$ cat src/rtl/spi_target_pkg.sv
// Shared constants for the SPI target: register offsets, status bit positions
// and the transfer state encoding.
package spi_target_pkg;

  localparam logic [7:0] REG_DATA   = 8'h00;
  localparam logic [7:0] REG_RX     = 8'h04;
  localparam logic [7:0] REG_STATUS = 8'h08;

  localparam int STAT_RX_PENDING = 0;
  localparam int STAT_TX_EMPTY   = 1;
  localparam int STAT_BUSY       = 2;
  localparam int STAT_OVERRUN    = 3;

  typedef enum logic {
    ST_IDLE   = 1'b0,
    ST_ACTIVE = 1'b1
  } state_e;

endpackage

$ cat src/rtl/sync_ff.sv
// Single-bit multi-stage synchronizer with a configurable preset value so that
// idle pin levels are seen as idle straight out of reset.
module sync_ff #(
  parameter int   STAGES    = 2,
  parameter logic RESET_VAL = 1'b0
) (
  input  logic clk,
  input  logic reset,
  input  logic d,
  output logic q
);

  logic [STAGES-1:0] sync_d;
  logic [STAGES-1:0] sync_q;

  always_comb begin
    sync_d = {sync_q[STAGES-2:0], d};
  end

  always_ff @(posedge clk or negedge reset) begin
    if (!reset) begin
      sync_q <= {STAGES{RESET_VAL}};
    end else begin
      sync_q <= sync_d;
    end
  end

  assign q = sync_q[STAGES-1];

endmodule

$ cat src/rtl/spi_target.sv
// Memory-mapped SPI target: oversamples the SPI pins in the system clock domain,
// shifts bytes MSB-first and exposes TX holding, RX data and status registers.
module spi_target
  import spi_target_pkg::*;
#(
  parameter int         SYNC_STAGES = 2,
  parameter logic [7:0] IDLE_BYTE   = 8'hFF
) (
  input  logic        clk,
  input  logic        reset,
  input  logic        wen,
  input  logic [31:0] addr,
  input  logic [31:0] wdata,
  output logic [31:0] rdata,
  input  logic        spi_sck,
  input  logic        spi_cs,
  input  logic        spi_mosi,
  output logic        spi_miso,
  output logic        spi_miso_oe
);

  logic sck_s, cs_s, mosi_s;

  sync_ff #(.STAGES(SYNC_STAGES), .RESET_VAL(1'b0)) u_sync_sck (
    .clk(clk), .reset(reset), .d(spi_sck), .q(sck_s));
  sync_ff #(.STAGES(SYNC_STAGES), .RESET_VAL(1'b1)) u_sync_cs (
    .clk(clk), .reset(reset), .d(spi_cs), .q(cs_s));
  sync_ff #(.STAGES(SYNC_STAGES), .RESET_VAL(1'b1)) u_sync_mosi (
    .clk(clk), .reset(reset), .d(spi_mosi), .q(mosi_s));

  state_e      state_d, state_q;
  logic        sck_prev_d, sck_prev_q;
  logic        cs_act_prev_d, cs_act_prev_q;
  logic [2:0]  bit_cnt_d, bit_cnt_q;
  logic [7:0]  shift_in_d, shift_in_q;
  logic [7:0]  shift_out_d, shift_out_q;
  logic [7:0]  tx_hold_d, tx_hold_q;
  logic [7:0]  rx_data_d, rx_data_q;
  logic        tx_empty_d, tx_empty_q;
  logic        rx_pending_d, rx_pending_q;
  logic        overrun_d, overrun_q;
  logic        miso_d, miso_q;
  logic        miso_oe_d, miso_oe_q;
  logic [31:0] rdata_d, rdata_q;

  logic       cs_act, sck_rise, sck_fall;
  logic       load_tx, byte_done;
  logic [7:0] next_byte;
  logic       unused_bits;

  assign cs_act      = ~cs_s;
  assign sck_rise    = sck_s & ~sck_prev_q;
  assign sck_fall    = ~sck_s & sck_prev_q;
  assign next_byte   = tx_empty_q ? IDLE_BYTE : tx_hold_q;
  assign unused_bits = ^{addr[31:8], wdata[31:8]};

  always_comb begin
    state_d       = state_q;
    sck_prev_d    = sck_s;
    cs_act_prev_d = cs_act;
    bit_cnt_d     = bit_cnt_q;
    shift_in_d    = shift_in_q;
    shift_out_d   = shift_out_q;
    tx_hold_d     = tx_hold_q;
    rx_data_d     = rx_data_q;
    tx_empty_d    = tx_empty_q;
    rx_pending_d  = rx_pending_q;
    overrun_d     = overrun_q;
    miso_d        = miso_q;
    miso_oe_d     = miso_oe_q;
    rdata_d       = rdata_q;
    load_tx       = 1'b0;
    byte_done     = 1'b0;

    case (state_q)
      ST_IDLE: begin
        bit_cnt_d = 3'd0;
        miso_oe_d = 1'b0;
        if (cs_act && !cs_act_prev_q) begin
          state_d   = ST_ACTIVE;
          miso_oe_d = 1'b1;
          load_tx   = 1'b1;
        end
      end
      ST_ACTIVE: begin
        // CS release wins over any SCK edge seen in the same cycle
        if (!cs_act) begin
          state_d   = ST_IDLE;
          miso_oe_d = 1'b0;
          bit_cnt_d = 3'd0;
        end else if (sck_rise) begin
          shift_in_d = {shift_in_q[6:0], mosi_s};
          if (bit_cnt_q == 3'd7) begin
            rx_data_d = {shift_in_q[6:0], mosi_s};
            bit_cnt_d = 3'd0;
            byte_done = 1'b1;
            load_tx   = 1'b1;
          end else begin
            bit_cnt_d = bit_cnt_q + 3'd1;
          end
        end else if (sck_fall && bit_cnt_q != 3'd0) begin
          miso_d      = shift_out_q[6];
          shift_out_d = {shift_out_q[6:0], 1'b0};
        end
      end
      default: state_d = ST_IDLE;
    endcase

    if (load_tx) begin
      shift_out_d = next_byte;
      miso_d      = next_byte[7];
      tx_empty_d  = 1'b1;
    end

    // Bus writes come after the byte-boundary load so a same-cycle TX write survives
    if (wen) begin
      case (addr[7:0])
        REG_DATA: begin
          tx_hold_d  = wdata[7:0];
          tx_empty_d = 1'b0;
        end
        REG_STATUS: begin
          if (wdata[STAT_RX_PENDING]) rx_pending_d = 1'b0;
          if (wdata[STAT_OVERRUN])    overrun_d    = 1'b0;
        end
        default: ;
      endcase
    end

    if (byte_done) begin
      rx_pending_d = 1'b1;
      if (rx_pending_q) overrun_d = 1'b1;
    end

    if (!wen) begin
      case (addr[7:0])
        REG_DATA:   rdata_d = {24'd0, tx_hold_q};
        REG_RX:     rdata_d = {24'd0, rx_data_q};
        REG_STATUS: rdata_d = {28'd0, overrun_q, (state_q == ST_ACTIVE), tx_empty_q, rx_pending_q};
        default:    rdata_d = 32'd0;
      endcase
    end
  end

  always_ff @(posedge clk or negedge reset) begin
    if (!reset) begin
      state_q       <= ST_IDLE;
      sck_prev_q    <= 1'b0;
      cs_act_prev_q <= 1'b0;
      bit_cnt_q     <= 3'd0;
      shift_in_q    <= 8'd0;
      shift_out_q   <= 8'd0;
      tx_hold_q     <= 8'd0;
      rx_data_q     <= 8'd0;
      tx_empty_q    <= 1'b1;
      rx_pending_q  <= 1'b0;
      overrun_q     <= 1'b0;
      miso_q        <= 1'b1;
      miso_oe_q     <= 1'b0;
      rdata_q       <= 32'd0;
    end else begin
      state_q       <= state_d;
      sck_prev_q    <= sck_prev_d;
      cs_act_prev_q <= cs_act_prev_d;
      bit_cnt_q     <= bit_cnt_d;
      shift_in_q    <= shift_in_d;
      shift_out_q   <= shift_out_d;
      tx_hold_q     <= tx_hold_d;
      rx_data_q     <= rx_data_d;
      tx_empty_q    <= tx_empty_d;
      rx_pending_q  <= rx_pending_d;
      overrun_q     <= overrun_d;
      miso_q        <= miso_d;
      miso_oe_q     <= miso_oe_d;
      rdata_q       <= rdata_d;
    end
  end

  assign rdata       = rdata_q;
  assign spi_miso    = miso_q;
  assign spi_miso_oe = miso_oe_q;

endmodule
$ cat config.mk
export PLATFORM = sky130hd
export DESIGN_NAME = spi_target
export DESIGN_NICKNAME = d
export VERILOG_FILES = /design/src/rtl/spi_target_pkg.sv /design/src/rtl/sync_ff.sv /design/src/rtl/spi_target.sv
export SDC_FILE = /design/constraint.sdc
export NUM_CORES = 1
export LEC_CHECK = 0
export ABC_AREA = 1
export ABC_CLOCK_PERIOD_IN_PS = 1400
export BUFFER_PORTS_ARGS = -buffer_cell sky130_fd_sc_hd__buf_2
export CAP_MARGIN = 20
export CORE_ASPECT_RATIO = 0.6
export CORE_MARGIN = 1
export CORE_UTILIZATION = 29
export CTS_CLUSTER_DIAMETER = 80
export DETAILED_ROUTE_END_ITERATION = 7
export PLACE_DENSITY = 0.52
export SLEW_MARGIN = 20
export SYNTH_ARGS = -nofsm -noshare
export SYNTH_HDL_FRONTEND = slang
export SYNTH_SLANG_ARGS = --single-unit
export TNS_END_PERCENT = 50
$ cat constraint.sdc
create_clock -name clk -period 1.4 [get_ports clk]
set_input_delay 0.14 -clock clk [delete_from_list [all_inputs] [get_ports clk]]
set_output_delay 0.14 -clock clk [all_outputs]
set_load 0.05 [all_outputs]
# --- Yosys cells after proc, flatten, opt, wreduce, memory -nomap -nowiden ---
# Index checks and enable logic that the tools add are counted.
word_totals:
  regBits: 79
  latchBits: 0
  ram_bits: 0
  mem_bits_ro: 0
  output_inout_bits: 34
  elab_cells: 84
  n_memories: 0
op_classes:
  add_sub_neg: 1
  n_mul: 0
  n_div: 0
  order_cmp: 0
  eq_ne: 7
  shift: 0
  mux: 38
  bitwise_logic: 6
  reduce_logical: 15
op_table:
  columns: ["op", "count"]
  rows:
  - ["two-way mux 7 bit", 5]
  - ["two-way mux 1 bit", 24]
  - ["case mux 8 bit (3 select lines)", 1]
  - ["nonzero test 2 bit", 5]
  - ["two-way mux 3 bit", 3]
  - ["equality test 8 x 3 -> 1 bit, second input constant", 1]
  - ["equality test 8 x 4 -> 1 bit, second input constant", 1]
  - ["zero test 8 bit", 1]
  - ["two-way mux 8 bit", 1]
  - ["AND reduction 4 bit", 2]
  - ["case mux 1 bit (2 select lines)", 3]
  - ["case mux 3 bit (2 select lines)", 1]
  - ["AND reduction 3 bit", 2]
  - ["!= test 2 x 1 -> 1 bit, second input constant", 2]
  - ["NOT 1 bit", 4]
  - ["adder 3 x 1 -> 3 bit, second input constant", 1]
  - ["equality test 3 bit, second input constant", 1]
  - ["!= test 3 x 1 -> 1 bit, second input constant", 1]
  - ["nonzero test 3 bit", 1]
  - ["bitwise AND 1 bit", 2]
  - ["logical AND 1 bit", 2]
  - ["!= test 2 bit, second input constant", 1]
  - ["AND reduction 2 bit", 1]
  - ["zero test 1 bit", 1]

# --- Longest topological paths before layout ---
depth:
  word_depth: 8
  depth_mapped: 10
  ltp_nobuf: 10

# --- Modules after synthesis ---
# From an unflattened synthesis, not the netlist that was laid out.
unflattened:
  cells_unflattened: 309
  area_unflattened_um2: 2652.5
modules_own_cells:
  columns: ["mod", "instances", "cells_each", "area_each_um2", "seq_area_each_um2"]
  rows:
  - ["spi_target", 1, 303, 2497.4, 1228.7]
  - ["sync_ff (u_sync_cs ...)", 2, 2, 52.6, 52.6]
  - ["sync_ff (u_sync_sck)", 1, 2, 50.0, 50.0]

# --- Least setup slack after synthesis ---
# Ideal clock, no wire load.
synth_path:
  path_type: "register -> register"
  from: "register bit_cnt_q[0]"
  to: "register shift_out_q[2]"
  arrival_time_ps: 1360
  required_time_ps: 1282
  slack_ps: -78
  path_stages_with_launch: 10
  n_path_buf: 1
  path_cell_list: "dfrtp_1 > ha_1 > ha_1 > nand3_2 > clkinv_1 > nand2_4 > buf_6 > nand3b_1 > nand3_1 > nand2_1"
synth_via:
  elab_chain_len: 7
  word_cells_on_any_way: 13
  cone_classes: "3 x eq/ne; 5 x mux; 5 x reduce/logical"
synth_rtl:
  columns: ["element", "line", "source"]
  rows:
  - ["start, declared", "spi_target.sv:34", "logic [2:0] bit_cnt_d, bit_cnt_q;"]
  - ["start signal, assigned", "spi_target.sv:165", "bit_cnt_q <= bit_cnt_d;"]
  - ["equality test 3 bit", "spi_target.sv:93", "if (bit_cnt_q == 3'd7) begin"]
  - ["two-way mux 1 bit", "spi_target.sv:93", null]
  - ["two-way mux 1 bit", "spi_target.sv:91", "end else if (sck_rise) begin"]
  - ["two-way mux 1 bit", "spi_target.sv:87", "if (!cs_act) begin"]
  - ["case mux 1 bit (2 select lines)", "spi_target.sv:75", "case (state_q)"]
  - ["!= test 2 bit (no line), or another cell as far along", null, null]
  - ["AND reduction 4 bit (no line)", null, null]
  - ["end signal, assigned", "spi_target.sv:167", "shift_out_q <= shift_out_d;"]
  - ["end, declared", "spi_target.sv:36", "logic [7:0] shift_out_d, shift_out_q;"]
# Parallel ways exist; a longest one is shown, timed or not.
# A chain may end at the register's enable or synchronous reset.

# --- Worst setup path after layout ---
# Ends and elaborated chain as after synthesis.

==> flow_metrics.tcl <==
set metrics [dict create \
    grtUsageTotal_pct 12.9 \
    reg2reg_from "bit_cnt_q[0]" \
    hp-start "wdata[1]" \
    required_ns 1.59 \
    fin_ws_ns -0.0398 \
    syn-instance-count 316 \
    fin_setup_tns_ns -0.184 \
    clock.fmax_ghz 0.695 \
    cts_buffers 5 \
    hold_class "input port to flip-flop" \
    violations "negative setup slack" \
    total_leakage_power_nw 1.69 \
    cts_sinks 55 \
    rows 26 \
    start_util_pct 30.6 \
    status "finished with violations" \
    grt_max_degree 56 \
    routedWlPerCell_um 12.0 \
    cts_buffer_depth 2 \
    rsz0062_at_grt "true" \
    clock_latency_ns 0.29 \
    fp.coreArea_um2 8720 \
    criticalPathCategory "flip-flop to flip-flop" \
    reg2reg_slack_ns -0.04 \
    io_pins 104 \
    max-vdd-ir-drop_mv 0.496 \
    die_height_um 76.3 \
    grt_pass1_wl_um 9590 \
    syn_avg_cell_area_um2 8.44 \
    postLayoutCellArea_um2 3250 \
    remaining_drc_errors 0 \
    grt_pass1_vias 1914 \
    finalWirelength_um 5680 \
    placed_area_um2 2900 \
    synthTopCellsByArea "dfrtp_1 46%, nand2_1 16%, buf_4 7.3%, nand3_1 6.4%, dfstp_2 5.9%" \
    hpwlAfterDp_um 3860 \
    crit_fanout 7 \
    cts-root-buf "clkbuf_16" \
    maxCapViolations 0 \
    die_x_um 126 \
    rr_worst_depth 9 \
    critical_path.startpoint_type "flip-flop" \
    reg2reg_to "shift_out_q[2]" \
    htreeDepth 2 \
    io_buffers 31 \
    hold-worst-slack_ns 0.0910 \
    finalHoldViolations 0 \
    drive_above_1_share_pct 25.3 \
    vias 2035 \
    synth_top_cell_by_area "dfrtp_1" \
    netlist_area_um2 2670 \
    drt-initial-drc-count 83 \
    cp.arrival_ns 1.63 \
    holdPathEnd "tx_hold_q[1]" \
    ant_nets 0 \
    timing.final.crit_share_pct 103 \
    synth_top_area_share_pct 46.0 \
    crit_path_cell_trace "ha_2 > ha_4 > nand3_4 > clkinv_4 > nand2_8 > buf_6 > nand3b_1 > nand3_1 > nand2_1" \
    dieArea_um2 9600 \
    path_buf_inv 2 \
    vias_per_cell 4.28 \
    critPathCaptureType "flip-flop" \
    ys_warn_count 0 \
    path_clk_slew_ns 0.07 \
    ys_seq_elements 55 \
    finClkSkew_ns 0.00405 \
    cp_slowest_cell "dfrtp_1" \
    cts_tree "done" \
    ys_types 24 \
    nets 435 \
    min_period_ns 1.44 \
    overflow 0 \
    synth.yosys.seq_area_share_pct 51.9 \
    slew_viol_final 0 \
    syn2layout_area_growth_pct 21.8 \
    path_delay_family "flip-flops" \
    finalWeightedCongestion 0.776 \
    dr.pass1.iters 5 \
    min_path_cells 3 \
    crit_path_max_incr_delay_ns 0.40 \
    antenna_cells 0 \
    finalSetupViolCount 8 \
    power.density_nw_per_um2 1140 \
    antenna_found_initial 0 \
]
how the worst max path moves through the flow:
stage	cells past startpoint	slack (ns)	start	end
after floorplan	9	0.001	bit_cnt_q[0]	shift_out_q[2]
after global routing	9	-0.15	bit_cnt_q[0]	shift_out_q[5]
after global placement	9	-0.10	bit_cnt_q[0]	shift_out_q[1]
after detailed placement	9	-0.14	bit_cnt_q[0]	shift_out_q[5]
after CTS	9	-0.06	bit_cnt_q[0]	shift_out_q[5]
final	9	-0.04	bit_cnt_q[0]	shift_out_q[2]
routing by layer:
metal / routed length (µm) / share of wire, % / vias to the layer above / global-route usage, %
met5: 0 / 0 / - / 0
met4: 17 / 0.30 / 0 / 3.98
met3: 247 / 4.3 / 2 / 3.65
met2: 2280 / 40 / 43 / 16.2
met1: 3130 / 55 / 956 / 20.4
li1: - / - / 1034 / -
kinds of logic after synthesis:
logic type / count (synthesis) / synth area share (%)
other: 1 / 0.141
adders and majority gates: 3 / 1.41
and+or+nand+nor: 174 / 28.8
AOI/OAI and AO/OA: 23 / 4.60
buffers and inverters: 60 / 13.2
DFF: 55 / 51.9
report_power, final:
group	internal, mW	switching [mW]
sequential	1.73	0.0738
clock	0.763	0.560
combinational	0.163	0.407
total	2.66	1.04
per-stage QoR:
step | utilization [%] | cells | power [mW] | worst slack (ns)
after floorplan | - | 339 | 2.27 | 0.00107
after global placement | 33.3 | 459 | 2.36 | -0.102
after detailed placement | 33.3 | 459 | 2.37 | -0.136
after CTS | 36.7 | 475 | 3.73 | -0.0626
after global routing | 37.3 | 475 | 3.89 | -0.153
final | 37.3 | 475 | 3.70 | -0.0398
what timing repair did:
item	CTS	global route
pin swaps	14	5
resized for setup	18	22
gates cloned	1	0
endpoints found under the hold margin	52	0
setup buffers	3	0
hold buffers	4	0
endpoints found under the setup margin	17	28
area by class of cell:
cell class / instances / area [µm²]
clock buffer: 8 / 156
multi-input combinational: 225 / 1120
sequential: 55 / 1380
inverter: 27 / 116
fill: 927 / 5470
timing repair buffer: 48 / 329
tap: 112 / 140
synth_stat cells:
library cell and number:
buf_4 26, buf_6 4, clkbuf_1 3, clkinv_1 1, conb_1 1, dfrtp_1 49
dfstp_2 6, ha_1 3, inv_1 23, inv_2 3, nand2_1 114, nand2_2 1
nand2_4 1, nand3_1 34, nand3_2 1, nand3_4 2, nand3b_1 4, nor2_1 14
nor2_4 1, o21ai_0 20, o21ai_2 1, o22ai_1 1, o31ai_1 1, or2_2 2
sequential cells by signal, summed over array words and instances (netlist names), 2 cells and up:
| register | cells |
|---|---|
| tx_hold_q | 8 |
| shift_in_q | 7 |
| rdata | 8 |
| rx_data_q | 8 |
| bit_cnt_q | 3 |
| u_sync_sck.sync_q | 2 |
| u_sync_mosi.sync_q | 2 |
| u_sync_cs.sync_q | 2 |
| shift_out_q | 7 |
worst register-to-register path, cell delays in order, from the launching register on:
cell      delay [ns]
dfrtp_1         0.40
ha_2            0.20
ha_4            0.17
nand3_4         0.08
clkinv_4        0.07
nand2_8         0.08
buf_6           0.13
nand3b_1        0.08
nand3_1         0.07
nand2_1         0.05
cells in the final DEF, fill, tap and decap left out, types with 3 or more instances in the layout:
cell	synthesis	final
nand2_1	114	106
dfrtp_1	49	49
nand3_1	34	33
buf_2	0	31
conb_1	1	24
inv_1	23	20
nor2_1	14	12
o21ai_0	20	12
nand2_2	1	8
buf_4	26	8
dfstp_2	6	6
o21ai_1	0	5
clkbuf_16	0	5
inv_4	0	4
o21ai_2	1	4
nand3b_1	4	4
dlygate4sd3_1	0	4
nand3_4	2	3
buf_6	4	3
(Power assumes the default switching activity.)
